### config.mk
export PLATFORM = sky130hd
export DESIGN_NAME = wave_request_sched
export DESIGN_NICKNAME = d
export VERILOG_FILES = /design/src/rtl/wave_request_sched_pkg.sv /design/src/rtl/vsync_edge.sv /design/src/rtl/wave_request_sched.sv
export SDC_FILE = /design/constraint.sdc
export NUM_CORES = 1
export LEC_CHECK = 0
export BUFFER_PORTS_ARGS = -buffer_cell sky130_fd_sc_hd__buf_4
export CORE_MARGIN = 2
export CORE_UTILIZATION = 40
export DETAILED_ROUTE_END_ITERATION = 6
export SLEW_MARGIN = 30
export SYNTH_ARGS = -nofsm -noshare
export SYNTH_HDL_FRONTEND = slang
export SYNTH_HIERARCHICAL = 1
export SYNTH_SLANG_ARGS = --single-unit
### constraint.sdc
create_clock -name clock -period 3.19 [get_ports clock]
set_input_delay 0.638 -clock clock [delete_from_list [all_inputs] [get_ports clock]]
set_output_delay 0.638 -clock clock [all_outputs]
set_load 0.02 [all_outputs]
### src/rtl/wave_request_sched_pkg.sv
// rtl/wave_request_sched_pkg.sv - shared constants and FSM encoding for the wave request scheduler
package wave_request_sched_pkg;

  localparam logic [4:0] FREQ_NONE = 5'd31;
  localparam logic [4:0] FREQ_MAX  = 5'd24;

  typedef enum logic [1:0] {
    ST_IDLE   = 2'd0,
    ST_ISSUE  = 2'd1,
    ST_WAIT   = 2'd2,
    ST_SETTLE = 2'd3
  } sched_state_t;

endpackage

### src/rtl/vsync_edge.sv
// rtl/vsync_edge.sv - two-flop synchroniser plus registered falling-edge detect (3-clock latency)
module vsync_edge (
  input  logic clock,
  input  logic reset,
  input  logic vsync,
  output logic fall
);

  logic sync_a;
  logic sync_b;
  logic sync_d;

  // Flops reset high: vsync idles high, so leaving reset never fakes an edge.
  always_ff @(posedge clock) begin
    if (reset) begin
      sync_a <= 1'b1;
      sync_b <= 1'b1;
      sync_d <= 1'b1;
      fall   <= 1'b0;
    end else begin
      sync_a <= vsync;
      sync_b <= sync_a;
      sync_d <= sync_b;
      fall   <= sync_d & ~sync_b;
    end
  end

endmodule

### src/rtl/wave_request_sched.sv
// rtl/wave_request_sched.sv - buffers keyboard frequency requests and paces bank swaps into physics
module wave_request_sched
  import wave_request_sched_pkg::*;
#(
  parameter int          PULSE_CYCLES   = 2,
  parameter int          MIN_FRAMES     = 4,
  parameter int          TIMEOUT_FRAMES = 30,
  parameter logic [10:0] SPEED          = 11'd2
) (
  input  logic        clock,
  input  logic        reset,
  input  logic        vsync,
  input  logic        req_valid,
  input  logic [4:0]  req_id1,
  input  logic [4:0]  req_id2,
  input  logic        game_start,
  input  logic        pause,
  input  logic        curr_w0,
  input  logic [3:0]  wave_ready,
  output logic [4:0]  freq_id1,
  output logic [4:0]  freq_id2,
  output logic        new_f_in,
  output logic        r_offset,
  output logic [10:0] d_offset,
  output logic        busy,
  output logic        timeout_err,
  output logic [7:0]  drop_cnt
);

  localparam int FW = $clog2(TIMEOUT_FRAMES + 1);
  localparam int PW = $clog2(PULSE_CYCLES + 1);

  sched_state_t   state;
  logic           vs_fall;
  logic           pend_valid;
  logic [4:0]     pend_id1;
  logic [4:0]     pend_id2;
  logic [4:0]     last_id1;
  logic [4:0]     last_id2;
  logic           tgt_hi;
  logic           w0_at_issue;
  logic [PW-1:0]  pulse_cnt;
  logic [FW-1:0]  frame_cnt;
  logic           pulse_q;
  logic           armed;

  logic           req_dup;
  logic           issue_now;
  logic [4:0]     issue_id1;
  logic [4:0]     issue_id2;
  logic [1:0]     ready_pair;
  logic           swap_done;
  logic           abort;
  logic           r_offset_nxt;

  vsync_edge u_vsync_edge (
    .clock (clock),
    .reset (reset),
    .vsync (vsync),
    .fall  (vs_fall)
  );

  assign req_dup    = req_valid && !pend_valid && (req_id1 == last_id1) && (req_id2 == last_id2);
  assign issue_now  = (state == ST_IDLE) && (pend_valid || (req_valid && !req_dup));
  assign issue_id1  = pend_valid ? pend_id1 : req_id1;
  assign issue_id2  = pend_valid ? pend_id2 : req_id2;
  assign ready_pair = tgt_hi ? wave_ready[3:2] : wave_ready[1:0];
  // The swap is only real once physics has flipped its active bank away from the issue-time one.
  assign swap_done  = (&ready_pair) && (curr_w0 != w0_at_issue);
  assign abort      = game_start && ((state == ST_ISSUE) || (state == ST_WAIT));
  assign new_f_in   = pulse_q && !reset && !abort;
  assign busy       = (state != ST_IDLE);

  always_comb begin
    r_offset_nxt = r_offset;
    if (vs_fall) begin
      if (r_offset)   r_offset_nxt = 1'b0;
      else if (armed) r_offset_nxt = 1'b1;
    end
  end

  always_ff @(posedge clock) begin
    if (reset) begin
      state       <= ST_IDLE;
      freq_id1    <= FREQ_NONE;
      freq_id2    <= FREQ_NONE;
      last_id1    <= FREQ_NONE;
      last_id2    <= FREQ_NONE;
      pend_valid  <= 1'b0;
      pend_id1    <= FREQ_NONE;
      pend_id2    <= FREQ_NONE;
      tgt_hi      <= 1'b0;
      w0_at_issue <= 1'b0;
      pulse_cnt   <= '0;
      frame_cnt   <= '0;
      pulse_q     <= 1'b0;
      armed       <= 1'b0;
      r_offset    <= 1'b0;
      d_offset    <= 11'd0;
      timeout_err <= 1'b0;
      drop_cnt    <= 8'd0;
    end else begin
      r_offset <= r_offset_nxt;
      if (vs_fall && !r_offset && armed) armed <= 1'b0;
      if (game_start) armed <= 1'b1;
      if (vs_fall) d_offset <= (!pause && !r_offset_nxt) ? SPEED : 11'd0;

      // In IDLE the pending slot drains this cycle, so a new request refills it without a drop.
      if (state == ST_IDLE) begin
        if (pend_valid) begin
          pend_valid <= req_valid;
          pend_id1   <= req_id1;
          pend_id2   <= req_id2;
        end
      end else if (req_valid && !req_dup) begin
        if (pend_valid && (drop_cnt != 8'hFF)) drop_cnt <= drop_cnt + 8'd1;
        pend_valid <= 1'b1;
        pend_id1   <= req_id1;
        pend_id2   <= req_id2;
      end

      case (state)
        ST_IDLE: begin
          if (issue_now) begin
            freq_id1    <= issue_id1;
            freq_id2    <= issue_id2;
            tgt_hi      <= curr_w0;
            w0_at_issue <= curr_w0;
            pulse_cnt   <= '0;
            pulse_q     <= 1'b1;
            state       <= ST_ISSUE;
          end
        end
        ST_ISSUE: begin
          if (pulse_cnt == PW'(PULSE_CYCLES - 1)) begin
            pulse_q   <= 1'b0;
            frame_cnt <= '0;
            state     <= ST_WAIT;
          end else begin
            pulse_cnt <= pulse_cnt + 1'b1;
          end
        end
        ST_WAIT: begin
          if (swap_done) begin
            frame_cnt <= '0;
            state     <= ST_SETTLE;
          end else if (vs_fall) begin
            if (frame_cnt == FW'(TIMEOUT_FRAMES - 1)) begin
              timeout_err <= 1'b1;
              state       <= ST_IDLE;
            end else begin
              frame_cnt <= frame_cnt + 1'b1;
            end
          end
        end
        ST_SETTLE: begin
          if (vs_fall) begin
            if (frame_cnt == FW'(MIN_FRAMES - 1)) begin
              last_id1 <= freq_id1;
              last_id2 <= freq_id2;
              state    <= ST_IDLE;
            end else begin
              frame_cnt <= frame_cnt + 1'b1;
            end
          end
        end
        default: state <= ST_IDLE;
      endcase

      if (abort) begin
        state   <= ST_IDLE;
        pulse_q <= 1'b0;
      end
      if (game_start) timeout_err <= 1'b0;
    end
  end

endmodule
# After elaboration in Yosys (flattened, before gate mapping)
# Cells that the tools add are included.
# op_classes
eq_ne	20
add_sub_neg	3
mux	39
reduce_logical	40
n_bitwise	4
# ops
operator	count
$mux W5	14
$mux W2	11
$pmux W5 S3	1
$logic_and A1 B1 Y1	13
$reduce_and A3 Y1	4
$reduce_and A6 Y1	2
$eq A5 B5 Y1	2
$mux W1	10
$ne A2 B2 Y1 const B	5
$add A8 B1 Y8 const B	1
$ne A8 B8 Y1 const B	1
$pmux W2 S4	1
$reduce_bool A2 Y1	4
$logic_not A1 Y1	7
$ne A3 B2 Y1 const B	2
$reduce_and A2 Y1	3
$add A5 B1 Y5 const B	1
$eq A5 B2 Y1 const B	1
$eq A5 B5 Y1 const B	1
$eq A2 B1 Y1 const B	2
$eq A2 B2 Y1 const B	2
$ne A2 B1 Y1 const B	2
$pmux W2 S2	1
$reduce_and A4 Y1	1
other kinds (10)	14
# totals
input_bits	21
ff_bits	68
out_inout_bits	33
word_cells	127

# Logic depth before layout (Yosys ltp)
# Gate-level depths: netlist of the first run.
# depth
depth_word	10
mapped_depth	8
mapped_depth_nobuf	7

# Cells and area by module
# Netlist of the first run, hierarchy kept.
# by_module_without_submodules
module	seq_area_each_um2	area_each_um2	cells_per_inst	n_inst
wave_request_sched	1081.0	2727.6	314	1
vsync_edge	80.1	106.4	8	1

# Least setup slack after synthesis of the first run
# No wires, ideal clock.
# synth_path
kind	input -> register
from	input req_id2[4]
to	register drop_cnt[7]
required_ns	3.069
path_stages	5
arrival_ns	1.909
slack_ns	1.160
setup_time_ns	0.121
n_path_buf	0
path_cell_list	xor2_1 -> nor4_1 -> a311o_2 -> nor4_1 -> mux2_2
# synth_via
elab_chain_len	5
# synth_lines
element	line_no	text
start: declaration	wave_request_sched.sv:15	input logic [4:0] req_id2,
$eq A5 B5 Y1	wave_request_sched.sv:63	assign req_dup = req_valid && !pend_valid && (req_id1 == last_id1) && (req_id2 == last_id2);
$logic_and A1 B1 Y1	wave_request_sched.sv:63	
$logic_not A1 Y1	wave_request_sched.sv:115	end else if (req_valid && !req_dup) begin
$logic_and A1 B1 Y1	wave_request_sched.sv:115	
$reduce_and A3 Y1 (no line)	-	
end signal: assignment	wave_request_sched.sv:116	if (pend_valid && (drop_cnt != 8'hFF)) drop_cnt <= drop_cnt + 8'd1;
end: declaration	wave_request_sched.sv:27	output logic [7:0] drop_cnt
# Every way passes these cells.
# A chain may end at the register's enable or synchronous reset.

# Worst setup path in the final report of the first run
# layout_path
from	register state[0]
to	output new_f_in
# layout_via
elab_chain_len	5
word_cells_on_any_way	6
classes_between	eq/ne (2); reduce/logical (4)
# layout_lines
element	line_no	text
start: declaration	wave_request_sched.sv:33	sched_state_t state;
start signal: assignment	wave_request_sched.sv:84	state <= ST_IDLE;
start signal: assignment	wave_request_sched.sv:131	state <= ST_ISSUE;
start signal: assignment	wave_request_sched.sv:138	state <= ST_WAIT;
$eq A2 B1 Y1 / $eq A2 B2 Y1 (equally long branches)	wave_request_sched.sv:70	assign abort = game_start && ((state == ST_ISSUE) || (state == ST_WAIT));
$logic_or A1 B1 Y1 *	wave_request_sched.sv:70	
$logic_and A1 B1 Y1 *	wave_request_sched.sv:70	
$logic_not A1 Y1 *	wave_request_sched.sv:71	assign new_f_in = pulse_q && !reset && !abort;
$logic_and A1 B1 Y1 *	wave_request_sched.sv:71	
end: declaration	wave_request_sched.sv:22	output logic new_f_in,
# Mark *: on every way between the ends. The rest lies on a longest branch, timed or not.

==> impl_metrics.ini, run 1 <==
[status]
outcome = completed

[setup_path]
crit_type = flop to primary output
ff2ff_path_depth = 5
endpoint_kind = primary output
cp.required_ns = 2.55
critPathArrivalTime_ns = 1.89
cp-start-kind = flop
path_max_fanout = 6

[timing]
fmax_mhz = 395.7
hold_violations = 0
slew_viol_final = 0
setup_viol = 0
slew_headroom_pct = 55.42
tightest_slew_ns = 0.6686
fin_crit_sh_pct = 79.22
tns_ns = 0
period_minus_slack_ns = 2.527
rsz0062_at_grt = no
setup_ws_ns = 0.6629
fin_skew_ns = 0.007755

[logic_synthesis]
ys_warn_count = 6
ys.flop_type = dfxtp_1
synthCells = 322
synth.avg_cell_area_um2 = 8.801
synth_top_family_by_area = simple AND/OR/NAND/NOR gates
synthArstFlopShare_pct = 0
synth_top_area_share_pct = 40.97
synthAdderAreaFrac_pct = 3.974
synth.distinct_cells = 44
netlist_area_um2 = 2834
synth_xor_area_share_pct = 3.091
ys_seq_area_share_pct = 40.97
synthMostInstantiatedCell = dfxtp_1
ys_top_cells_by_area = dfxtp_1, mux2i_1, nand3_1
synth_edf_count = 0
yosys-top-cells-count = dfxtp_1, nand3_1, mux2i_1
synth.area.mux_share_pct = 10.02
synth_compound_area_share_pct = 14.92
yosysTopAreaCell = dfxtp_1
synth-simple-area-share_pct = 20.13
ys_ff_latch = 58

[power_and_ir_drop]
p_switching_w = 0.0007615
power_w = 0.002335
p_int_w = 0.001573
clkPwrFrac_pct = 33.5
pwr-share-seq_pct = 38.0
p_per_area_nw_per_um2 = 679.2
p_sw_share_pct = 32.62
leakagePower_nw = 1.329
ir_drop_mv = 0.3982
comb_power_share_pct = 28.6

[die]
rows = 30
fp.coreArea_um2 = 6832
die_h_um = 88.17
io_pins = 54
die_area_um2 = 7774
initial_core_util_pct = 41.48
die_w_um = 88.17

[clock_network]
numCtsBuffers = 9
clk_latency_ns = 0.34
htree_levels = 3
hold_buffers = 0
root_buffer = clkbuf_8
clk_path_buf_depth = 2
postCtsSetupRepairBufs = 0
cts_sinks = 58
clk_pin_slew_ns = 0.07
cts_resized = 0
cts_tree = yes

[routing]
drtIter0Drc = 135
wl_per_cell_um = 13.62
drc = 0
finalWirelength_um = 6346
via_per_inst = 5.258
vias = 2450
first_pass_iters = 4
ant_nets = 0

[global_routing]
antenna_found_initial = 0
grtUsageTotal_pct = 17.52
grt_overflow = 0
grt_pass1_wl_um = 10580
grt_max_degree = 39
grt_pass1_vias = 2237

[hold_path]
min_path_cells = 1
min_path_type = flop to flop

[final_layout]
post-route-util_pct = 50.31
drive_gt1_share_pct = 19.46
fillers = 672
areaGrowthSynthToFinish_pct = 21.28
fin_nets = 395
instances_no_fill = 466
antenna_cells = 0

[placed_design]
dp.cells = 450
gp_congestion = 0.7997
port_buffers = 43
dp_hpwl_um = 4318
dpl_worst_slack_ns = 0.6083

[job]
maxCapViolCount = 0
==> power by group through the flow <==
| stage | clock (W) | combinational, W | sequential (W) |
|---|---|---|---|
| 4_1_cts | 0.000799 | 0.000669 | 0.000887 |
| 5_1_grt | 0.000830 | 0.000745 | 0.000899 |
| 2_1_floorplan | 0 | 0.000453 | 0.000920 |
| 3_3_place_gp | 0 | 0.000661 | 0.000900 |
| 3_5_place_dp | 0 | 0.000667 | 0.000901 |
| 6_report | 0.000781 | 0.000667 | 0.000887 |
==> flip-flops by register name, summed over array words and instances, names as in the netlist <==
signal	cells
u_vsync_edge/fall	1
frame_cnt	5
armed	1
timeout_err	1
u_vsync_edge/sync_b	1
u_vsync_edge/sync_d	1
pend_id2	5
d_offset	1
pulse_cnt	2
state	2
u_vsync_edge/sync_a	1
freq_id1	5
last_id1	5
pend_valid	1
r_offset	1
pend_id1	5
drop_cnt	8
last_id2	5
pulse_q	1
w0_at_issue	1
freq_id2	5
==> cell usage in the layout, fill, tap and decap left out, types with 6 or more instances in the layout <==
cell	n
dfxtp_1	58
or3_1	6
nand2_1	23
a21oi_1	11
ha_1	9
xor2_1	10
clkbuf_8	11
buf_4	48
o21ai_0	22
nor3_1	17
conb_1	10
inv_1	11
a31oi_1	11
nand3_1	29
nor2_1	17
mux2i_1	25
==> cell families after synthesis <==
| kind of cell | after synthesis |
|---|---|
| fa+ha+maj | 9 |
| xor+xnor | 10 |
| compound gates | 65 |
| mux | 28 |
| simple gates | 114 |
| flops | 58 |
| buf+inv | 37 |
| other cells | 1 |
==> area by class of cell <==
type | count | area [µm²] | area share, %
flip-flops and latches | 58 | 1161 | 33.78
clock buffers | 12 | 155.1 | 4.514
well taps | 96 | 120.1 | 3.495
multi-input cells | 236 | 1521 | 44.27
repair buffers | 48 | 360.3 | 10.48
clock inverters | 4 | 73.82 | 2.148
inverters | 12 | 45.04 | 1.311
==> per-layer routing <==
metal  up-vias  track usage (%)  wire length, µm
met1      1138            23.52             3050
li1       1228                -                -
met3         9            4.995              369
met2        75            26.59             2807
met4         0            7.025              119
met5         -                0                0
==> worst max-delay path, cell delays in order (launching register included) <==
cell and delay, ns:
dfxtp_1 0.40, inv_1 0.10, ha_1 0.34, a21oi_1 0.39, and2_1 0.19, buf_4 0.13
==> final timing paths <==
kind | start | endpoint | slack, ns
worst min register to register | u_vsync_edge/sync_b$_SDFF_PP1_ | u_vsync_edge/fall$_SDFF_PP0_ | 0.41
worst max-delay path | state[0]$_SDFFE_PP0P_ | new_f_in | 0.66
worst min-delay path | u_vsync_edge/sync_b$_SDFF_PP1_ | u_vsync_edge/fall$_SDFF_PP0_ | 0.41
worst max register to register | state[0]$_SDFFE_PP0P_ | drop_cnt[7]$_SDFFE_PP0P_ | 0.91
==> per-stage QoR <==
step	hold slack (ns)	instance area [µm²]
after global placement	0.3862	3208
after floorplan	0.3832	2868
final	0.4078	3437
after detailed placement	0.3932	3208
after CTS	0.4094	3437
after global routing	0.4268	3437
No activity file was read; power rests on OpenSTA's default activity.
==> inputs of run 2 (changes only) <==
==> constraint.sdc (replaced) <==
create_clock -name clock -period 2.05 [get_ports clock]
set_input_delay 0.41 -clock clock [delete_from_list [all_inputs] [get_ports clock]]
set_output_delay 0.41 -clock clock [all_outputs]
set_load 0.02 [all_outputs]
==> run 2 against run 1 <==
Compared with the run above: sequential share of layout area fell by 1.7 points; via count rose by 1.5%; wire length rose by 3.3%; non-clock buffer count rose by 21; critical path depth rose by 1; worst setup slack got worse by 0.57 ns; hold slack got worse by 0.15 ns; register-to-register slack got worse by 0.81 ns; first-iteration DRC count fell by 19%; sequential power rose by 56%; clock-buffer cell count did not move; critical endpoint is now drop_cnt[7]$_SDFFE_PP0P_.
==> impl_metrics.ini, run 2 (same netlist as run 1, synthesis figures left out) <==
[final_layout]
fin_nets = 416
top_register = drop_cnt
antenna_cells = 0
drive_gt1_share_pct = 25.06
layout_common_cells = buf_4, dfxtp_1, nand3_1
largest_reg_flops = 8
final_common_cell = buf_4
areaGrowthSynthToFinish_pct = 27.95
design_area_um2 = 3626

[clock_network]
clk_path_buf_depth = 2
cts_sinks = 58
clk_latency_ns = 0.34
clk_pin_slew_ns = 0.07
numCtsBuffers = 9
root_buffer = clkbuf_8
htree_levels = 3
cts_tree = yes

[setup_path]
cp_num_buf_inv = 1
ff2ff_path_depth = 6
cp.required_ns = 2.27
endpoint_kind = flop
timing.rr.end = drop_cnt[7]$_SDFFE_PP0P_
crit_start = last_id1[2]$_SDFFE_PP1P_
crit_type = flop to flop
path_max_fanout = 6
critPathArrivalTime_ns = 2.17
slowest_stage = a311o_2
reg2reg_from = last_id1[2]$_SDFFE_PP1P_
crit_path_max_incr_delay_ns = 0.44
cp-start-kind = flop
worst_path_dominant_cell_family = compound AO/OA/AOI/OAI gates
path_cells = xor2_1, nor4_1, buf_4, a311o_2, nor4_2, mux2_2
r2r_setup_slack_ns = 0.1
cp_num_cells = 6
cp-endpoint = drop_cnt[7]$_SDFFE_PP0P_

[routing]
finalWirelength_um = 6558
ant_nets = 0
vias = 2486
drc = 0
wl_per_cell_um = 13.47
first_pass_iters = 4
drtIter0Drc = 110
via_per_inst = 5.105

[timing]
slew_headroom_pct = 61.39
tightest_slew_ns = 0.5748
fin_crit_sh_pct = 95.36
hold_violations = 0
setup_ws_ns = 0.09510
period_minus_slack_ns = 1.955
fmax_mhz = 511.5
fin_skew_ns = 0.009973
slew_viol_final = 0
setup_viol = 0

[power_and_ir_drop]
p_per_area_nw_per_um2 = 1015
power_w = 0.003681
leakagePower_nw = 1.425
ir_drop_mv = 0.4476

[global_routing]
grt_pass1_wl_um = 10750
grt_pass1_vias = 2327
grtUsageTotal_pct = 17.96
grt_max_degree = 32
antenna_found_initial = 0
grt_overflow = 0

[die]
die_w_um = 88.17
die_h_um = 88.17
fp.coreArea_um2 = 6832
io_pins = 54
die_area_um2 = 7774
rows = 30
initial_core_util_pct = 41.48

[placed_design]
gp_congestion = 0.7811
dpl_worst_slack_ns = -0.06198
postPlaceCellArea_um2 = 3376
dp_hpwl_um = 4624
port_buffers = 43

[status]
outcome = completed

[hold_path]
min_path_type = primary input to flop

[job]
maxCapViolCount = 0
[run 2: cell count changes in the layout (fill, tap and decap cells not counted), sizes merged]
| cell | change |
|---|---|
| buf | +21 |
| bufinv | -1 |
| clkinv | -1 |
| clkinvlp | +2 |
[run 2: worst min path at each step]
stage / depth (start not counted) / end / startpoint
after floorplan: 1 / u_vsync_edge/sync_b$_SDFF_PP1_ / u_vsync_edge/sync_a$_SDFF_PP1_
after global placement: 1 / u_vsync_edge/sync_b$_SDFF_PP1_ / u_vsync_edge/sync_a$_SDFF_PP1_
after detailed placement: 1 / u_vsync_edge/sync_b$_SDFF_PP1_ / u_vsync_edge/sync_a$_SDFF_PP1_
after CTS: 2 / u_vsync_edge/sync_a$_SDFF_PP1_ / vsync
after global routing: 2 / timeout_err$_SDFFE_PP0P_ / game_start
final: 2 / u_vsync_edge/sync_a$_SDFF_PP1_ / vsync
[run 2: metrics by stage]
stage | std cells | util [%] | setup TNS, ns | hold WS [ns]
2_1_floorplan | 331 | - | 0 | 0.3832
3_3_place_gp | 469 | 49.41 | -0.05966 | 0.3850
3_5_place_dp | 469 | 49.41 | -0.09450 | 0.3974
4_1_cts | 485 | 52.51 | 0 | 0.2425
5_1_grt | 487 | 53.08 | -0.03278 | 0.2529
6_report | 487 | 53.08 | 0 | 0.2555
[run 2: final cells by class]
type | instances | area [µm²]
clock buffer | 12 | 155.1
multi-input combinational | 236 | 1549
timing repair buffer | 69 | 543.0
inverter | 12 | 45.04
tap | 96 | 120.1
fill | 699 | 3206
sequential | 58 | 1164
clock inverter | 4 | 50.05
[run 2: report_power, final]
group | internal, W | total, W | switching [W]
logic | 0.000553 | 0.00121 | 0.000655
clock network | 0.000626 | 0.00109 | 0.000463
registers | 0.00128 | 0.00138 | 0.000102
total | 0.00246 | 0.00368 | 0.00122
[run 2: repair_timing]
action                                  CTS  global route
endpoints found under the setup margin    1             4
resized for setup                         3             3
pin swaps                                 0             1
setup buffers                             0             2
hold buffers                              0             0
[run 2: worst reg2reg max path, delay by kind of cell, from the launching register on]
family	cells	cell delay (ns)
flops	1	0.35
simple gates	2	0.39
compound gates	1	0.44
mux	1	0.36
xor+xnor	1	0.17
buf+inv	1	0.14
[run 2: per-layer routing]
layer  share of wire, %  global-route usage, %
met4                1.2                  6.474
met5                  0                      0
met2                 47                  29.46
met3                5.1                  5.655
met1                 47                  22.20
==> inputs of run 3 (changes only) <==
--- a/config.mk
+++ b/config.mk
@@ -9,6 +9,7 @@
 export CORE_MARGIN = 2
 export CORE_UTILIZATION = 40
 export DETAILED_ROUTE_END_ITERATION = 6
+export SETUP_SLACK_MARGIN = 0.3
 export SLEW_MARGIN = 30
 export SYNTH_ARGS = -nofsm -noshare
 export SYNTH_HDL_FRONTEND = slang
==> run 3 against run 2 <==
Compared with the run above: utilization rose by 8.2 points; critical endpoint is now drop_cnt[4]$_SDFFE_PP0P_; final cell count up 2.3%; first-iteration DRC count decreased by 25%; worst setup slack improved by 0.070 ns; critical path depth is the same; clock-buffer cell count increased by 1; non-clock buffer count is 11 higher.
==> impl_metrics.ini, run 3 (same netlist as run 1, synthesis figures left out) <==
[final_layout]
final_common_cell = buf_4
layout_common_cells = buf_4, dfxtp_1, mux2i_1, nand2_1
fillers = 595
instances_no_fill = 498
drive_gt1_share_pct = 43.53
top_register = drop_cnt
fin_nets = 428
largest_reg_flops = 8
areaGrowthSynthToFinish_pct = 47.59
antenna_cells = 0

[hold_path]
min_path_type = primary input to flop
min-delay-start = vsync

[setup_path]
crit_start = last_id1[3]$_SDFFE_PP1P_
crit_path_max_incr_delay_ns = 0.45
crit_type = flop to flop
slowest_stage = a311o_2
endpoint_kind = flop
critPathArrivalTime_ns = 2.12
path_cells = xor2_1, nor3_1, buf_4, a311o_2, nor3_2, mux2_4
cp.required_ns = 2.28
reg2reg_from = last_id1[3]$_SDFFE_PP1P_
cp-start-kind = flop
path_max_fanout = 7

[timing]
slew_headroom_pct = 59.38
fmax_mhz = 530.5
tightest_slew_ns = 0.6079
period_minus_slack_ns = 1.885
hold_violations = 0
slew_viol_final = 0
setup_viol = 0
fin_skew_ns = 0.008476
fin_crit_sh_pct = 91.95
rsz0062_at_grt = yes

[routing]
drc = 0
drtIter0Drc = 82
finalWirelength_um = 7602
first_pass_iters = 4
via_per_inst = 5.341
ant_nets = 0
wl_per_cell_um = 15.27
vias = 2660

[clock_network]
clk_latency_ns = 0.35
cts_sinks = 58
htree_levels = 3
cts_tree = yes
clk_path_buf_depth = 2
root_buffer = clkbuf_8
clk_pin_slew_ns = 0.07
numCtsBuffers = 9
hold_buffers = 0

[placed_design]
dp.cells = 464
port_buffers = 43
gp_congestion = 0.7971
dp_hpwl_um = 4566

[die]
rows = 30
initial_core_util_pct = 41.48
die_w_um = 88.17
fp.coreArea_um2 = 6832
io_pins = 54
die_area_um2 = 7774
die_h_um = 88.17

[power_and_ir_drop]
p_per_area_nw_per_um2 = 1030
power_w = 0.004308
ir_drop_mv = 0.7450
leakagePower_nw = 1.614

[status]
outcome = completed

[global_routing]
grt_pass1_vias = 2382
antenna_found_initial = 0
grt_pass1_wl_um = 11180
grt_max_degree = 31
grtUsageTotal_pct = 18.70
grt_overflow = 0

[job]
maxCapViolCount = 0
-- run 3: cell types whose count changed in the layout (fill, tap and decap cells not counted), sizes merged --
cell | before | now
clkbuf | 12 | 15
a311o | 1 | 2
clkinvlp | 2 | 1
bufinv | 1 | 2
buf | 69 | 78
clkinv | 1 | 0
inv | 12 | 11
-- run 3: critical path, delay by kind of cell (launching register included) --
kind / cells / cell delay (ns)
multiplexers: 1 / 0.31
AO/OA/AOI/OAI: 1 / 0.45
buffers and inverters: 1 / 0.16
AND/OR/NAND/NOR: 2 / 0.32
flip-flops: 1 / 0.35
XOR/XNOR: 1 / 0.17
-- run 3: metrics by stage --
| stage | setup WS, ns | hold slack, ns | setup TNS (ns) | cell area, µm² | util [%] |
|---|---|---|---|---|---|
| after detailed placement | -0.1069 | 0.3937 | -0.2526 | 3364 | 49.25 |
| after floorplan | 0.2974 | 0.3832 | 0 | 2900 | - |
| after global routing | 0.1053 | 0.2394 | 0 | 4183 | 61.23 |
| after CTS | 0.2100 | 0.2474 | 0 | 3697 | 54.12 |
| after global placement | -0.05175 | 0.3891 | -0.1040 | 3364 | 49.25 |
| final | 0.1649 | 0.2482 | 0 | 4183 | 61.23 |
-- run 3: area by class of cell --
cell class	count	area [µm²]	share of cell area, %
well taps	96	120.1	2.872
repair buffers	80	690.7	16.51
flip-flops and latches	58	1182	28.27
clock buffers	13	158.9	3.799
clock inverters	2	60.06	1.436
multi-input cells	237	1919	45.89
inverters	12	51.30	1.226
-- run 3: final timing paths --
kind         slack (ns)  cells past startpoint                             end
max                0.16                      6        drop_cnt[4]$_SDFFE_PP0P_
min                0.25                      2  u_vsync_edge/sync_a$_SDFF_PP1_
min reg2reg        0.41                      1  u_vsync_edge/sync_b$_SDFF_PP1_
max reg2reg        0.16                      6        drop_cnt[4]$_SDFFE_PP0P_
-- run 3: timing repair --
action	4_1_cts	5_1_grt
pin swaps	16	38
gates resized for setup	20	86
gates cloned	1	4
hold endpoints to repair	0	0
setup endpoints to repair	44	49
buffers inserted	5	9
-- run 3: routing by layer --
layer | share of wire (%) | GRT usage [%] | vias to the layer above
met1 | 44 | 24.23 | 1298
met4 | 1.5 | 7.025 | 0
met2 | 50 | 30.21 | 64
li1 | - | - | 1289
met3 | 4.6 | 4.524 | 9
met5 | 0 | 0 | -
-- run 3: power breakdown --
part | total [W] | switching, W | internal [W] | leakage (nW)
Clock | 0.00120 | 0.000457 | 0.000746 | 0.110
Sequential | 0.00141 | 0.000129 | 0.00128 | 0.473
Combinational | 0.00169 | 0.000875 | 0.000817 | 1.03
